**src/rtl/mips_multicycle_ctrl.sv**
```systemverilog
// Multi-cycle MIPS control unit: IR latch, FETCH/DECODE/EXEC/MEM/WB sequencing, retired counter.
// Optional macro ILLEGAL_TRAP_EN: illegal opcodes halt the unit and set a sticky flag.
module mips_multicycle_ctrl (
  input  logic        clk,
  input  logic        rst,
  input  logic [31:0] instruction,
  output logic        ir_we,
  output logic        pc_we,
  output logic        jump,
  output logic        branch,
  output logic        reg_we,
  output logic        reg_dst,
  output logic        alu_src,
  output logic        ext_op,
  output logic        mem_we,
  output logic        mem_to_reg,
  output logic [2:0]  alu_op,
  output logic [2:0]  state,
  output logic [31:0] retired,
  output logic        illegal
);

  typedef enum logic [2:0] {
    S_FETCH  = 3'd0,
    S_DECODE = 3'd1,
    S_EXEC   = 3'd2,
    S_MEM    = 3'd3,
    S_WB     = 3'd4,
    S_HALT   = 3'd5
  } state_e;

  typedef enum logic [3:0] {
    I_ADDU = 4'd0, I_SUBU = 4'd1, I_ORI = 4'd2, I_LUI = 4'd3,
    I_LW   = 4'd4, I_SW   = 4'd5, I_BEQ = 4'd6, I_J   = 4'd7,
    I_ILL  = 4'd8
  } instr_e;

  localparam logic [2:0] ALU_ADD = 3'd0;
  localparam logic [2:0] ALU_SUB = 3'd1;
  localparam logic [2:0] ALU_OR  = 3'd2;
  localparam logic [2:0] ALU_LUI = 3'd3;

  state_e      state_q, state_d;
  logic [31:0] ir_q, ir_d;
  logic [31:0] retired_q, retired_d;
  logic        illegal_q, illegal_d;
  instr_e      kind_s;
  logic        ir_we_s, pc_we_s, jump_s, branch_s, reg_we_s, mem_we_s;
  logic        unused_ir_bits_s;

  function automatic instr_e decode(input logic [31:0] ir);
    instr_e k;
    case (ir[31:26])
      6'b000000: begin
        case (ir[5:0])
          6'b100001: k = I_ADDU;
          6'b100011: k = I_SUBU;
          default:   k = I_ILL;
        endcase
      end
      6'b001101: k = I_ORI;
      6'b001111: k = I_LUI;
      6'b100011: k = I_LW;
      6'b101011: k = I_SW;
      6'b000100: k = I_BEQ;
      6'b000010: k = I_J;
      default:   k = I_ILL;
    endcase
    return k;
  endfunction

  assign kind_s           = decode(ir_q);
  assign unused_ir_bits_s = ^ir_q[25:6];

  always_ff @(posedge clk or posedge rst) begin
    if (rst) begin
      state_q   <= S_FETCH;
      ir_q      <= 32'd0;
      retired_q <= 32'd0;
      illegal_q <= 1'b0;
    end else begin
      state_q   <= state_d;
      ir_q      <= ir_d;
      retired_q <= retired_d;
      illegal_q <= illegal_d;
    end
  end

  always_comb begin
    state_d    = state_q;
    ir_d       = ir_q;
    illegal_d  = illegal_q;
    ir_we_s    = 1'b0;
    pc_we_s    = 1'b0;
    jump_s     = 1'b0;
    branch_s   = 1'b0;
    reg_we_s   = 1'b0;
    mem_we_s   = 1'b0;
    reg_dst    = 1'b0;
    mem_to_reg = 1'b0;
    alu_src    = 1'b0;
    ext_op     = 1'b0;
    alu_op     = ALU_ADD;

    // ALU controls are held steady from EXEC through MEM and WB
    if (state_q == S_EXEC || state_q == S_MEM || state_q == S_WB) begin
      case (kind_s)
        I_SUBU:     alu_op = ALU_SUB;
        I_ORI:      begin alu_op = ALU_OR;  alu_src = 1'b1; end
        I_LUI:      begin alu_op = ALU_LUI; alu_src = 1'b1; end
        I_LW, I_SW: begin alu_src = 1'b1; ext_op = 1'b1; end
        I_BEQ:      alu_op = ALU_SUB;
        default:    alu_op = ALU_ADD;
      endcase
    end

    case (state_q)
      S_FETCH: begin
        ir_we_s = 1'b1;
        ir_d    = instruction;
        state_d = S_DECODE;
      end
      S_DECODE: begin
        case (kind_s)
          I_J: begin
            pc_we_s = 1'b1;
            jump_s  = 1'b1;
            state_d = S_FETCH;
          end
          I_ILL: begin
`ifdef ILLEGAL_TRAP_EN
            illegal_d = 1'b1;
            state_d   = S_HALT;
`else
            pc_we_s = 1'b1;
            state_d = S_FETCH;
`endif
          end
          default: state_d = S_EXEC;
        endcase
      end
      S_EXEC: begin
        case (kind_s)
          I_BEQ: begin
            pc_we_s  = 1'b1;
            branch_s = 1'b1;
            state_d  = S_FETCH;
          end
          I_LW, I_SW: state_d = S_MEM;
          default:    state_d = S_WB;
        endcase
      end
      S_MEM: begin
        if (kind_s == I_SW) begin
          mem_we_s = 1'b1;
          pc_we_s  = 1'b1;
          state_d  = S_FETCH;
        end else begin
          state_d = S_WB;
        end
      end
      S_WB: begin
        reg_we_s   = 1'b1;
        reg_dst    = (kind_s == I_ADDU) || (kind_s == I_SUBU);
        mem_to_reg = (kind_s == I_LW);
        pc_we_s    = 1'b1;
        state_d    = S_FETCH;
      end
      S_HALT:  state_d = S_HALT;
      default: state_d = S_FETCH;
    endcase

    retired_d = pc_we_s ? (retired_q + 32'd1) : retired_q;
  end

  // Enables are gated by rst so they drop the instant reset is asserted
  assign ir_we   = ir_we_s  & ~rst;
  assign pc_we   = pc_we_s  & ~rst;
  assign jump    = jump_s   & ~rst;
  assign branch  = branch_s & ~rst;
  assign reg_we  = reg_we_s & ~rst;
  assign mem_we  = mem_we_s & ~rst;
  assign state   = state_q;
  assign retired = retired_q;
`ifdef ILLEGAL_TRAP_EN
  assign illegal = illegal_q;
`else
  assign illegal = 1'b0;
`endif

endmodule

```
**config.mk**
```make
export PLATFORM = sky130hd
export DESIGN_NAME = mips_multicycle_ctrl
export DESIGN_NICKNAME = d
export VERILOG_FILES = /design/src/rtl/mips_multicycle_ctrl.sv
export SDC_FILE = /design/constraint.sdc
export NUM_CORES = 1
export LEC_CHECK = 0
export ABC_AREA = 1
export BUFFER_PORTS_ARGS = -buffer_cell sky130_fd_sc_hd__buf_2
export CAP_MARGIN = 5
export CELL_PAD_IN_SITES_DETAIL_PLACEMENT = 0
export CELL_PAD_IN_SITES_GLOBAL_PLACEMENT = 1
export CORE_ASPECT_RATIO = 0.9
export CORE_MARGIN = 10
export CORE_UTILIZATION = 37
export DETAILED_ROUTE_END_ITERATION = 6
export PLACE_DENSITY = 0.92
export SYNTH_ARGS = -nofsm -noshare
export SYNTH_HDL_FRONTEND = slang
export SYNTH_SLANG_ARGS = --single-unit
```
**constraint.sdc**
```tcl
create_clock -name clk -period 1.9 [get_ports clk]
set_input_delay 0.095 -clock clk [delete_from_list [all_inputs] [get_ports clk]]
set_output_delay 0.095 -clock clk [all_outputs]
set_load 0.05 [all_outputs]
```
==> results of run 1 <==
## power by group through the flow
stage	sequential, mW	combinational (mW)	clock, mW
finish	1.50	2.36	0.786
global route	1.54	2.61	0.847
CTS	1.45	2.21	0.799
detailed placement	1.47	2.16	0
global placement	1.46	2.13	0
floorplan	1.70	1.55	0
## critical path, cell delays in order, from the launching register on
cell                      delay [ns]
sky130_fd_sc_hd__dfrtp_2        0.48
sky130_fd_sc_hd__inv_4          0.11
sky130_fd_sc_hd__nor2_4         0.04
sky130_fd_sc_hd__nand3_4        0.08
sky130_fd_sc_hd__nand2_2        0.05
sky130_fd_sc_hd__nor2_2         0.11
sky130_fd_sc_hd__nand2_1        0.07
sky130_fd_sc_hd__nand3_2        0.09
sky130_fd_sc_hd__nand2_4        0.07
sky130_fd_sc_hd__a21oi_2        0.16
sky130_fd_sc_hd__buf_6          0.18
## final timing paths
| path | to | start | cells past startpoint |
|---|---|---|---|
| max | pc_we | ir_q[28]$_DFFE_PP0N_ | 10 |
| min | ir_q[1]$_DFFE_PP0N_ | instruction[1] | 2 |
| max reg2reg | retired[20]$_DFFE_PP0P_ | ir_q[27]$_DFFE_PP0N_ | 12 |
| min reg2reg | ir_q[1]$_DFFE_PP0N_ | ir_q[1]$_DFFE_PP0N_ | 1 |
| max in group asynchronous | retired[0]$_DFFE_PP0P_ | rst | 4 |
| min in group asynchronous | ir_q[29]$_DFFE_PP0N_ | rst | 3 |
## synth_stat cells, drive strengths merged
master,number
a21oi,9
buf,11
clkbuf,4
clkinv,1
conb,1
dfrtp,47
ha,1
inv,37
mux2,5
nand2,146
nand3,54
nand3b,2
nand4,7
nor2,54
nor3,21
o21ai,1
o311ai,1
xnor2,9
xor2,17
## flip-flops by register name, summed over array words and instances (netlist names)
name and cells:
state 3, ir_q 12, retired 32
## layout make-up
class                           instances  area (sq um)
Timing Repair Buffer                   81         494.2
Sequential cell                        47          1182
Tap cell                               99         123.9
Clock buffer                            6         82.58
Fill cell                             835          4238
Clock inverter                          2         35.03
Inverter                               38         145.1
Multi-Input combinational cell        329          1728
## metrics by stage
step	hold slack, ns	worst slack [ns]	setup TNS [ns]	cell area [sq um]
CTS	0.007370	0.008797	0	3640
finish	0.006086	0.02829	0	3791
floorplan	0.2455	-0.2230	-0.4709	3050
global placement	0.1547	0.1769	0	3496
detailed placement	0.1621	0.1246	0	3496
global route	0.005469	-0.08966	-0.2051	3791
## metal layers
metal  vias to the layer above  wire length (um)  GRT usage
met5                         -                 0          0
met4                         0                79    0.03707
met3                         6               487    0.03316
met2                        78              3940     0.2140
met1                      1402              4030     0.1958
li1                       1502                 -          -
## cells by family (layout without fill, tap and decap cells)
logic type / count (synthesis) / in the layout / share of synthesized area
AND/OR/NAND/NOR: 284 / 284 / 0.4138
buffers and inverters: 53 / 127 / 0.08037
flip-flops: 47 / 47 / 0.3875
XOR/XNOR: 26 / 26 / 0.07502
AO/OA/AOI/OAI: 11 / 11 / 0.01937
multiplexers: 5 / 5 / 0.01855
adder cells (fa/ha/maj): 1 / 1 / 0.004121
other: 1 / 2 / 0.001235
## repair_timing
item	4_1_cts	5_1_grt
hold buffers	1	0
setup buffers	1	6
pin swaps	0	9
setup endpoints to repair	1	37
hold endpoints to repair	15	0
resized for setup	3	31
==> summary.md, run 1 <==
By area the synthesized netlist is led by sky130_fd_sc_hd__dfrtp_1 39%, sky130_fd_sc_hd__nand2_1 18%, sky130_fd_sc_hd__nand3_1 8.2%. The global routing usage summed across all routing layers is 0.1410, and the initial antenna violation count is 0. After detailed routing, the number of vias per cell comes to 4.963. Number of detailed-routing iterations run before antenna repair: 4. For this run, the number of Yosys warnings is 0. The largest net degree at the start of global routing is 33. Starting density of the core: 0.3781. The post-route fraction of the period consumed by the critical path came out at 0.9851.

The run finished with clean final reports. The power density over the cells came out at 1228 mW/mm^2. The finished layout holds 602 standard cells, fillers aside. Share of the synthesized area in the top cell type: 0.3875. The path class of the tightest hold or removal check is input port to flop. Row generation in the floorplan step produced 31 rows.

After floorplanning, the core was sized to cover 0.008029 sq mm. The startpoint kind of the worst setup timing path was a flop. The logs give 2 for the number of H-tree levels and 0.01146 ns for the final worst clock skew. The synthesized area divided by synthesized cell count came out at 7.092 sq um. The mapped netlist covers 0.003035 sq mm. Max-cap violations in this run came to 0.

Setup repair after global routing could not meet its margin everywhere. The tools report the final estimated routing congestion in global placement as 0.9715. During placement, the flow inserted port buffers numbering 60.

In this run the remaining antenna-violating nets after routing total 0. For this design the total switching power over the nets is 2.272 mW. The switching power share of the total is 0.4882. The library cells used most frequently in the layout, excluding fill and tap cells, are 138 x sky130_fd_sc_hd__nand2_1, 58 x sky130_fd_sc_hd__buf_2, 48 x sky130_fd_sc_hd__nand3_1, 44 x sky130_fd_sc_hd__nor2_1, 42 x sky130_fd_sc_hd__dfrtp_1. The relative area change from synthesis to final layout works out to 24.90%.

The top-level I/O count is 83. The library cell used as clock root buffer was sky130_fd_sc_hd__clkbuf_8. TritonCTS built the clock tree.

Detailed placement ended at an HPWL of 6566 um. The post-layout minimum cycle time works out to 1.872 ns. The fraction of power consumed by sequential logic was 0.323; the synthesized flop and latch total was 47.

In this run, distinct cell masters in the synthesized netlist total 29. The number of setup violations in the final report was 0. The highest net fanout along the worst path is 5, and the CTS buffer count is 5. The routed layout has 2,988 vias. After clock tree synthesis, the clock-pin slew on the worst setup and hold paths is 0.09 ns. Global routing finished with a remaining overflow of 0. The logs give 2 for the maximum root-to-sink buffer count and 47 for the TritonCTS sink count. The final hold violation count was 0; the clock network fraction of design power was 0.169. VDD sags by at most 649.8 uV. The library cell used most frequently in the layout, excluding fill and tap cells, is sky130_fd_sc_hd__nand2_1. Measured along the y axis, the die boundary spans 105.9 um. The worst setup path is of the flop to primary output kind. The chip width works out to 115.5 um. The die covers 0.01223 sq mm.

The required time at the worst-slack endpoint was 1.80 ns; the sequential share of the synthesized area was 0.3875. Synthesis handed over a netlist of 428 instances. The number of pins exceeding their max-slew limit in the final report came out at 0.

The element type at the critical path end is a primary output. For the leakage power figure, the log shows 1.970 nW. The end-of-flow core utilization is 0.4722. The cell type contributing the most total cell area after synthesis was sky130_fd_sc_hd__dfrtp_1.

The final layout contains 537 nets. The setup check on the worst reg-to-reg path leaves a slack of 0.12 ns. Overall power: 4.654 mW. For this run, design rule violations remaining after detail routing come to 0.

The clock reaches the later pin of the worst-skew pair after 0.31 ns. The global-route wire length before repair was 14,210 um; the number of global-route vias before repair was 2,844. The internal portion of the total power is 2.382 mW. The first routing iteration left 192 violations. The upper clock frequency limit was 534.3 MHz.

For the share of power burned in combinational logic, the log shows 0.508. Counting tap cells, the placed design contains a total of 586 instances. The number of antenna diodes in the final layout is 0. The run gives 1.78 ns as the worst path arrival time.

The proportion of layout cells with a drive suffix above 1 came out at 0.2724. After detailed routing, the average wire length per cell comes to 14.18 um. Wire length reported by the detailed router: 8538 um.
(Power assumes the default switching activity.)
==> run 2: changes to the inputs <==
--- a/config.mk
+++ b/config.mk
@@ -12,9 +12,9 @@
 export CELL_PAD_IN_SITES_GLOBAL_PLACEMENT = 1
 export CORE_ASPECT_RATIO = 0.9
 export CORE_MARGIN = 10
-export CORE_UTILIZATION = 37
+export CORE_UTILIZATION = 33
 export DETAILED_ROUTE_END_ITERATION = 6
-export PLACE_DENSITY = 0.92
+export PLACE_DENSITY = 0.88
 export SYNTH_ARGS = -nofsm -noshare
 export SYNTH_HDL_FRONTEND = slang
 export SYNTH_SLANG_ARGS = --single-unit
==> constraint.sdc (replaced) <==
create_clock -name clk -period 1.6 [get_ports clk]
set_input_delay 0.08 -clock clk [delete_from_list [all_inputs] [get_ports clk]]
set_output_delay 0.08 -clock clk [all_outputs]
set_load 0.05 [all_outputs]
==> run 2 against run 1 <==
The run now ends with setup timing left. Total power increased by 48%. Setup slack got worse by 0.25 ns. Register-to-register slack worse by 0.34 ns. Critical path depth shrank 3. Design area rose by 19%. Global-route usage fell by 0.34 points. Sequential share of layout area shrank 4.4 points. Critical path type unchanged.
==> summary.md, run 2 (synthesis gave the netlist of run 1 again) <==
The flow ran to the end, but the final reports show violations. The checks that failed: setup timing. The end-of-flow core utilization was 0.4998. The finished layout holds 667 standard cells, fillers aside. The number of clock buffers added by TritonCTS is 5.

TritonCTS built the clock tree. The tools report the number of global-route vias before repair as 3,068. The top-level I/O count was 83; the total grt overflow was 0.

Measured along the y axis, the die boundary spans 111.0 um. The HPWL after detailed placement is 6961 um. Internal power comes to 3.644 mW. In this design, the largest share of critical-path delay is due to simple AND/OR/NAND/NOR gates.

Counting both buffers and inverters, the worst setup path holds a total of 2. In this run, the number of DRC markers left after iteration 0 of detailed routing was 226. After floorplanning, the core was divided into 33 placement rows. The proportion of layout cells with a drive suffix above 1 is 0.4385, and the instance count after placement with tap cells included is 638. Worst-case setup margin in the final layout: -0.2176 ns. The tightest hold margin came out at 0.01020 ns. STA classifies the critical path endpoint as a primary output. For this block, the routed nets add up to 9664 um of wire. The switching power share of the total is 0.4692, and the highest net fanout along the worst path is 5. Dividing the detail-routed via count by the number of cells gives 4.738. The smallest clock period supported by the final layout is computed as 1.818 ns.

The total number of cells along the worst setup path works out to 7. The tools report the initial antenna violation count as 0. Across the VDD grid, the largest voltage drop is 792.4 uV.

Measured in cells, the most critical reg-to-reg path has a length of 12. The number of H-tree levels was 2; the relative area change from synthesis to final layout was 48.89%. The routed layout has 3,160 vias. Routability-driven placement finished with a final weighted congestion of 0.8749. Across the run, the number of max-cap violations was 0. Setup repair after global routing could not meet its margin everywhere.

In this design, the stage delay of the slowest critical-path cell is 0.44 ns. The global-route wire length before repair came out at 15,460 um. The core region is 0.009042 sq mm. Fraction of power consumed by sequential logic: 0.261.

The number of flip-flops under the largest register name came out at 32. The detail route stage leaves a number of antenna-violating nets equal to 0. The die covers 0.01344 sq mm.

For the worst-skew pair, the clock arrives at the later sink with an insertion delay of 0.30 ns. The share of power burned in combinational logic was 0.620; the switching power of the nets was 3.222 mW. For this run, design rule violations remaining after detail routing come to 0. The cell sitting at the root of the clock tree is a sky130_fd_sc_hd__clkbuf_8. The worst hold path passes through 2 cells.

The run gives 4 as the number of detailed-routing iterations run before antenna repair. Buffers placed on the I/O ports in this run total 60. In this run the deepest clock path goes through 2 buffers.

Leaving out fill and tap cells, the most frequent cells in the layout are 134 x sky130_fd_sc_hd__nand2_1, 50 x sky130_fd_sc_hd__buf_4, 49 x sky130_fd_sc_hd__buf_2, 38 x sky130_fd_sc_hd__nor2_1, 29 x sky130_fd_sc_hd__dfrtp_2. The starting density of the core came out at 0.3357. Power spread over the standard cell area amounts to 1519 mW/mm^2.

The post-route fraction of the period consumed by the critical path is 1.136. The final worst clock skew is 0.006146 ns. The post-detailed-route wirelength per cell was 14.49 um; the final hold violation count was 0.

STA classifies the critical path startpoint as a flop. The global routing usage summed across all routing layers is 0.1376, and the leakage power figure is 2.207 nW. The library cell used most frequently in the layout, excluding fill and tap cells, is sky130_fd_sc_hd__nand2_1. The critical path is of the flop to primary output type.

Walking the worst path, the cells encountered are nor2_4 > nand3_2 > buf_6 > nand3_2 > nand2_4 > a21oi_4 > buf_6. 0 antenna diodes ended up in the layout. The number of pins exceeding their max-slew limit in the final report came out at 0. Data arrives at the worst endpoint at 1.74 ns.

The logs give 1.52 ns for the required time at the worst-slack endpoint and 47 for the TritonCTS sink count. The tools report the clock network fraction of design power as 0.119. The min-delay analysis places its worst path in the category input port to flop. The multi-input gate area in the final layout is 0.001919 sq mm, and the number of filler instances in the final layout is 849. On the critical path, the stage with the largest delay is an instance of sky130_fd_sc_hd__dfrtp_2. The logs give 0.001212 sq mm for the area taken by flip-flops and latches and 550.2 MHz for the upper clock frequency limit. The post-layout net count is 579, and the chip width is 121.1 um. The run gives 33 as the largest net degree at the start of global routing.

Setup violations remaining at the end of the flow were counted as 38. After clock tree synthesis, the clock-pin slew on the worst setup and hold paths is 0.09 ns.
==> run 2: cell count changes in the layout (fill, tap and decap cells not counted), sizes merged <==
cell,delta
clkinvlp,+1
buf,+38
bufinv,-1
inv,-1
clkbuf,+5
==> run 2: through the flow <==
step | TNS [ns] | power, mW | instance area, sq um | setup WS, ns
floorplan | -0.1811 | 3.967 | 3151 | -0.08295
global placement | -2.648 | 4.689 | 3854 | -0.1004
detailed placement | -4.071 | 4.765 | 3854 | -0.1475
CTS | -5.786 | 5.955 | 4169 | -0.2006
global route | -11.79 | 7.282 | 4519 | -0.3387
finish | -7.062 | 6.866 | 4519 | -0.2176
==> run 2: path summary, 6_finish.rpt <==
kind	endpoint	startpoint	slack [ns]
worst max register to register	retired[10]$_DFFE_PP0P_	ir_q[31]$_DFFE_PP0N_	-0.22
worst min-delay path	ir_q[1]$_DFFE_PP0N_	instruction[1]	0.01
max in group asynchronous	retired[23]$_DFFE_PP0P_	rst	0.55
min in group asynchronous	ir_q[29]$_DFFE_PP0N_	rst	0.44
worst min register to register	ir_q[1]$_DFFE_PP0N_	ir_q[1]$_DFFE_PP0N_	0.53
worst max-delay path	pc_we	ir_q[31]$_DFFE_PP0N_	-0.22
==> run 2: area by class of cell <==
| cell class | instances | share of cell area |
|---|---|---|
| clock inverter | 1 | 0.001661 |
| clock buffer | 7 | 0.02132 |
| timing repair buffer | 123 | 0.2173 |
| sequential | 47 | 0.2683 |
| multi-input combinational | 329 | 0.4247 |
| tap | 122 | 0.03378 |
| inverter | 38 | 0.03295 |
==> run 2: timing repair <==
action	in CTS	in global routing
pin swaps	15	52
gates resized for setup	30	63
gates cloned	0	3
endpoints found under the setup margin	42	44
setup buffers	12	6
hold buffers	1	0
hold endpoints to repair	17	0
==> run 2: metal layers <==
metal  global-route usage  share of wire  vias up
li1                     -              -     1588
met3              0.02699          0.051       13
met4              0.03617          0.017        0
met2               0.2172           0.48       77
met1               0.1858           0.45     1482
met5                    0              0        -
==> run 2: power by group through the flow <==
stage	clock (mW)	sequential, mW	combinational (mW)
after floorplan	0	2.05	1.91
after global placement	0	1.74	2.95
after detailed placement	0	1.76	3.01
after CTS	0.833	1.75	3.38
after global routing	0.882	1.84	4.56
final	0.814	1.79	4.26
==> run 3: changes to the inputs <==
--- a/config.mk
+++ b/config.mk
@@ -11,7 +11,7 @@
 export CELL_PAD_IN_SITES_DETAIL_PLACEMENT = 0
 export CELL_PAD_IN_SITES_GLOBAL_PLACEMENT = 1
 export CORE_ASPECT_RATIO = 0.9
-export CORE_MARGIN = 10
+export CORE_MARGIN = 5
 export CORE_UTILIZATION = 33
 export DETAILED_ROUTE_END_ITERATION = 6
 export PLACE_DENSITY = 0.88
==> run 3 against run 2 <==
The run still ends with setup timing left. Sequential power about the same. Sequential cell count unchanged. Via count up 5.4%. Largest power group unchanged.
==> summary.md, run 3 (synthesis gave the netlist of run 1 again) <==
STA classifies the critical path endpoint as a primary output. The highest net fanout along the worst path was 5; the global-route wire length before repair was 16,460 um. After filler insertion, the fill cell instance count of the layout stands at 846.

Data arrives at the worst endpoint at 1.76 ns. The floorplan step set the die width to 111.1 um. The tools report the initial antenna violation count as 0. The tools report the required time at the worst-slack endpoint as 1.52 ns.

The post-route fraction of the period consumed by the critical path was 1.151; the global routing usage summed across all routing layers was 0.1788. CTS built an H-tree with a depth of 2. The multi-input combinational cells in the finished layout cover a total of 0.002004 sq mm.

The number of flip-flops under the largest register name was 32. Across all register-to-register paths, the minimum setup slack is -0.24 ns. The overall power is 7.806 mW, and the number of global-route vias before repair is 3,362. In this run the worst hold path is classified as input port to flop. 0 antenna diodes ended up in the layout. Power spread over the standard cell area amounts to 1656 mW/mm^2.

Setup violations remaining at the end of the flow were counted as 41. After detailed routing, the number of vias per cell comes to 4.942. Dominant delay contributor by cell family on the critical path: simple AND/OR/NAND/NOR gates.

The die is 101.0 um tall. For the worst-skew pair, the clock arrives at the later sink with an insertion delay of 0.32 ns. The largest net degree at the start of global routing was 48; the largest stage delay on the critical path was 0.46 ns. The checks that failed: setup timing. From synthesis to final layout, the design area changed by 55.28%. In this run the static leakage power is 2.288 nW. In the layout the commonest cells are 95 x sky130_fd_sc_hd__nand2_1, 48 x sky130_fd_sc_hd__buf_2, 47 x sky130_fd_sc_hd__nand2_2, 42 x sky130_fd_sc_hd__nand3_1, 42 x sky130_fd_sc_hd__buf_4. The initialized floorplan defines 33 standard-cell rows.

The startpoint kind of the worst setup timing path is a flop. The run gives 83 as the top-level I/O count. TritonCTS built the clock tree.

The post-detailed-route wirelength per cell is 15.31 um. The routed design could run at a clock period as short as 1.842 ns. The pre-antenna-repair detailed-routing pass consisted of 6 iterations. In this run, CTS created clock tree buffers numbering 5.

Wires add up to 10,320 um. Type of the worst setup path: flop to primary output. At the end of routability-driven placement, the weighted congestion stood at 0.9147. The final hold violation count was 0.

Summed over all layers, the global routing overflow is 0. The setup slack after placement is -0.1565 ns. The core region is 0.009042 sq mm.

The tools report the tightest hold margin as 0.01480 ns. The clock transition at the registers of the reported paths came out at 0.10 ns. Once detail routing completed, the nets flagged for antenna violations numbered 0. The signal on the critical path passes through nor2_4 > nand3_2 > buf_6 > nand3_2 > nand2_4 > a21oi_4 > buf_6. For this run, the post-layout net count is 586. The total buffers and inverters traversed by the critical path is 2, and the TritonCTS sink count is 47. The starting density of the core came out at 0.3357. The area taken by flip-flops and latches is 0.001211 sq mm.

The tools report the number of pins exceeding their max-slew limit in the final report as 0. Setup repair after global routing could not meet its margin everywhere. The clock arrives with 0.01387 ns of skew. The worst-case IR drop observed on VDD is 804.3 uV. The count of routing violations after the opening detailed-route iteration was 227; the proportion of layout cells with a drive suffix above 1 was 0.4801.

The die covers 0.01122 sq mm. The run finished, with violations left. The library cell used most frequently in the layout, excluding fill and tap cells, is sky130_fd_sc_hd__nand2_1. Among all stages on the critical path, the largest delay is contributed by sky130_fd_sc_hd__dfrtp_2. Number of port buffers: 60.

The worst-case setup margin in the final layout came out at -0.2416 ns. The upper clock frequency limit is 543.0 MHz. The wire-length estimate of the detail-placed layout is 6752 um. Across all layers, the routed design uses 3,331 vias. CTS placed an instance of sky130_fd_sc_hd__clkbuf_8 at the clock tree root. The clock passes through at most 2 buffers. For this run, design rule violations remaining after detail routing come to 0. The tools report the instance area after placement as 0.003851 sq mm. For the max-cap violation count, the log shows 0. After routing the design area is 0.004713 sq mm.
[run 3: changes by cell type in the layout (fill, tap and decap cells not counted), moves of 5 or more]
cell | previous run | this run
sky130_fd_sc_hd__nand2_2 | 8 | 47
sky130_fd_sc_hd__buf_6 | 11 | 18
sky130_fd_sc_hd__nand3_2 | 25 | 11
sky130_fd_sc_hd__nand3_1 | 28 | 42
sky130_fd_sc_hd__nand2_1 | 134 | 95
sky130_fd_sc_hd__buf_4 | 50 | 42
sky130_fd_sc_hd__dlygate4sd3_1 | 1 | 6
[run 3: what timing repair did]
action	4_1_cts	5_1_grt
buffers inserted	19	4
setup endpoints to repair	43	45
gates resized for setup	56	78
cloned	4	2
endpoints found under the hold margin	52	0
pin swaps	16	28
hold buffers	6	0
[run 3: worst paths after layout]
kind / endpoint / cells after the start / startpoint
max: pc_we / 7 / ir_q[31]$_DFFE_PP0N_
min: ir_q[28]$_DFFE_PP0N_ / 3 / instruction[28]
max reg2reg: retired[11]$_DFFE_PP0P_ / 12 / ir_q[31]$_DFFE_PP0N_
min reg2reg: ir_q[1]$_DFFE_PP0N_ / 1 / ir_q[1]$_DFFE_PP0N_
max in group asynchronous: retired[2]$_DFFE_PP0P_ / 4 / rst
min in group asynchronous: retired[16]$_DFFE_PP0P_ / 4 / rst
[run 3: routing by layer]
metal / track usage / wire, um / vias up / part of all wire
met5: 0 / 0 / - / 0
met4: 0.05426 / 116 / 0 / 0.011
met3: 0.02821 / 532 / 10 / 0.052
met2: 0.3130 / 5207 / 106 / 0.50
met1: 0.2293 / 4460 / 1607 / 0.43
li1: - / - / 1608 / -
[run 3: power breakdown]
part / internal, mW / leakage [nW] / switching, mW
Combinational: 2.15 / 1.66 / 2.94
Sequential: 1.48 / 0.574 / 0.300
Clock: 0.475 / 0.0587 / 0.468
[run 3: worst reg2reg max path, stage by stage, from the launching register on]
cell,delay (ns)
sky130_fd_sc_hd__dfrtp_2,0.46
sky130_fd_sc_hd__nor2_4,0.22
sky130_fd_sc_hd__nand3_2,0.13
sky130_fd_sc_hd__nand2_2,0.08
sky130_fd_sc_hd__nor2_2,0.05
sky130_fd_sc_hd__nand2_2,0.07
sky130_fd_sc_hd__nand3_2,0.11
sky130_fd_sc_hd__nand2_4,0.11
sky130_fd_sc_hd__buf_12,0.12
sky130_fd_sc_hd__buf_12,0.14
sky130_fd_sc_hd__clkbuf_16,0.16
sky130_fd_sc_hd__nand3_1,0.06
sky130_fd_sc_hd__nand2_1,0.07
[run 3: area by class of cell]
class / instances / share of cell area
well taps: 122 / 0.03239
repair buffers: 127 / 0.2304
flip-flops and latches: 47 / 0.2570
clock buffers: 5 / 0.01460
clock inverters: 3 / 0.01009
multi-input cells: 332 / 0.4253
inverters: 38 / 0.03026
[run 3: metrics by stage]
stage	utilization	std cells	setup TNS [ns]
finish	0.5212	674	-7.895
global route	0.5212	674	-12.08
CTS	0.4900	670	-5.555
detailed placement	0.4259	636	-4.253
global placement	0.4259	636	-2.407
floorplan	-	429	-0.1811
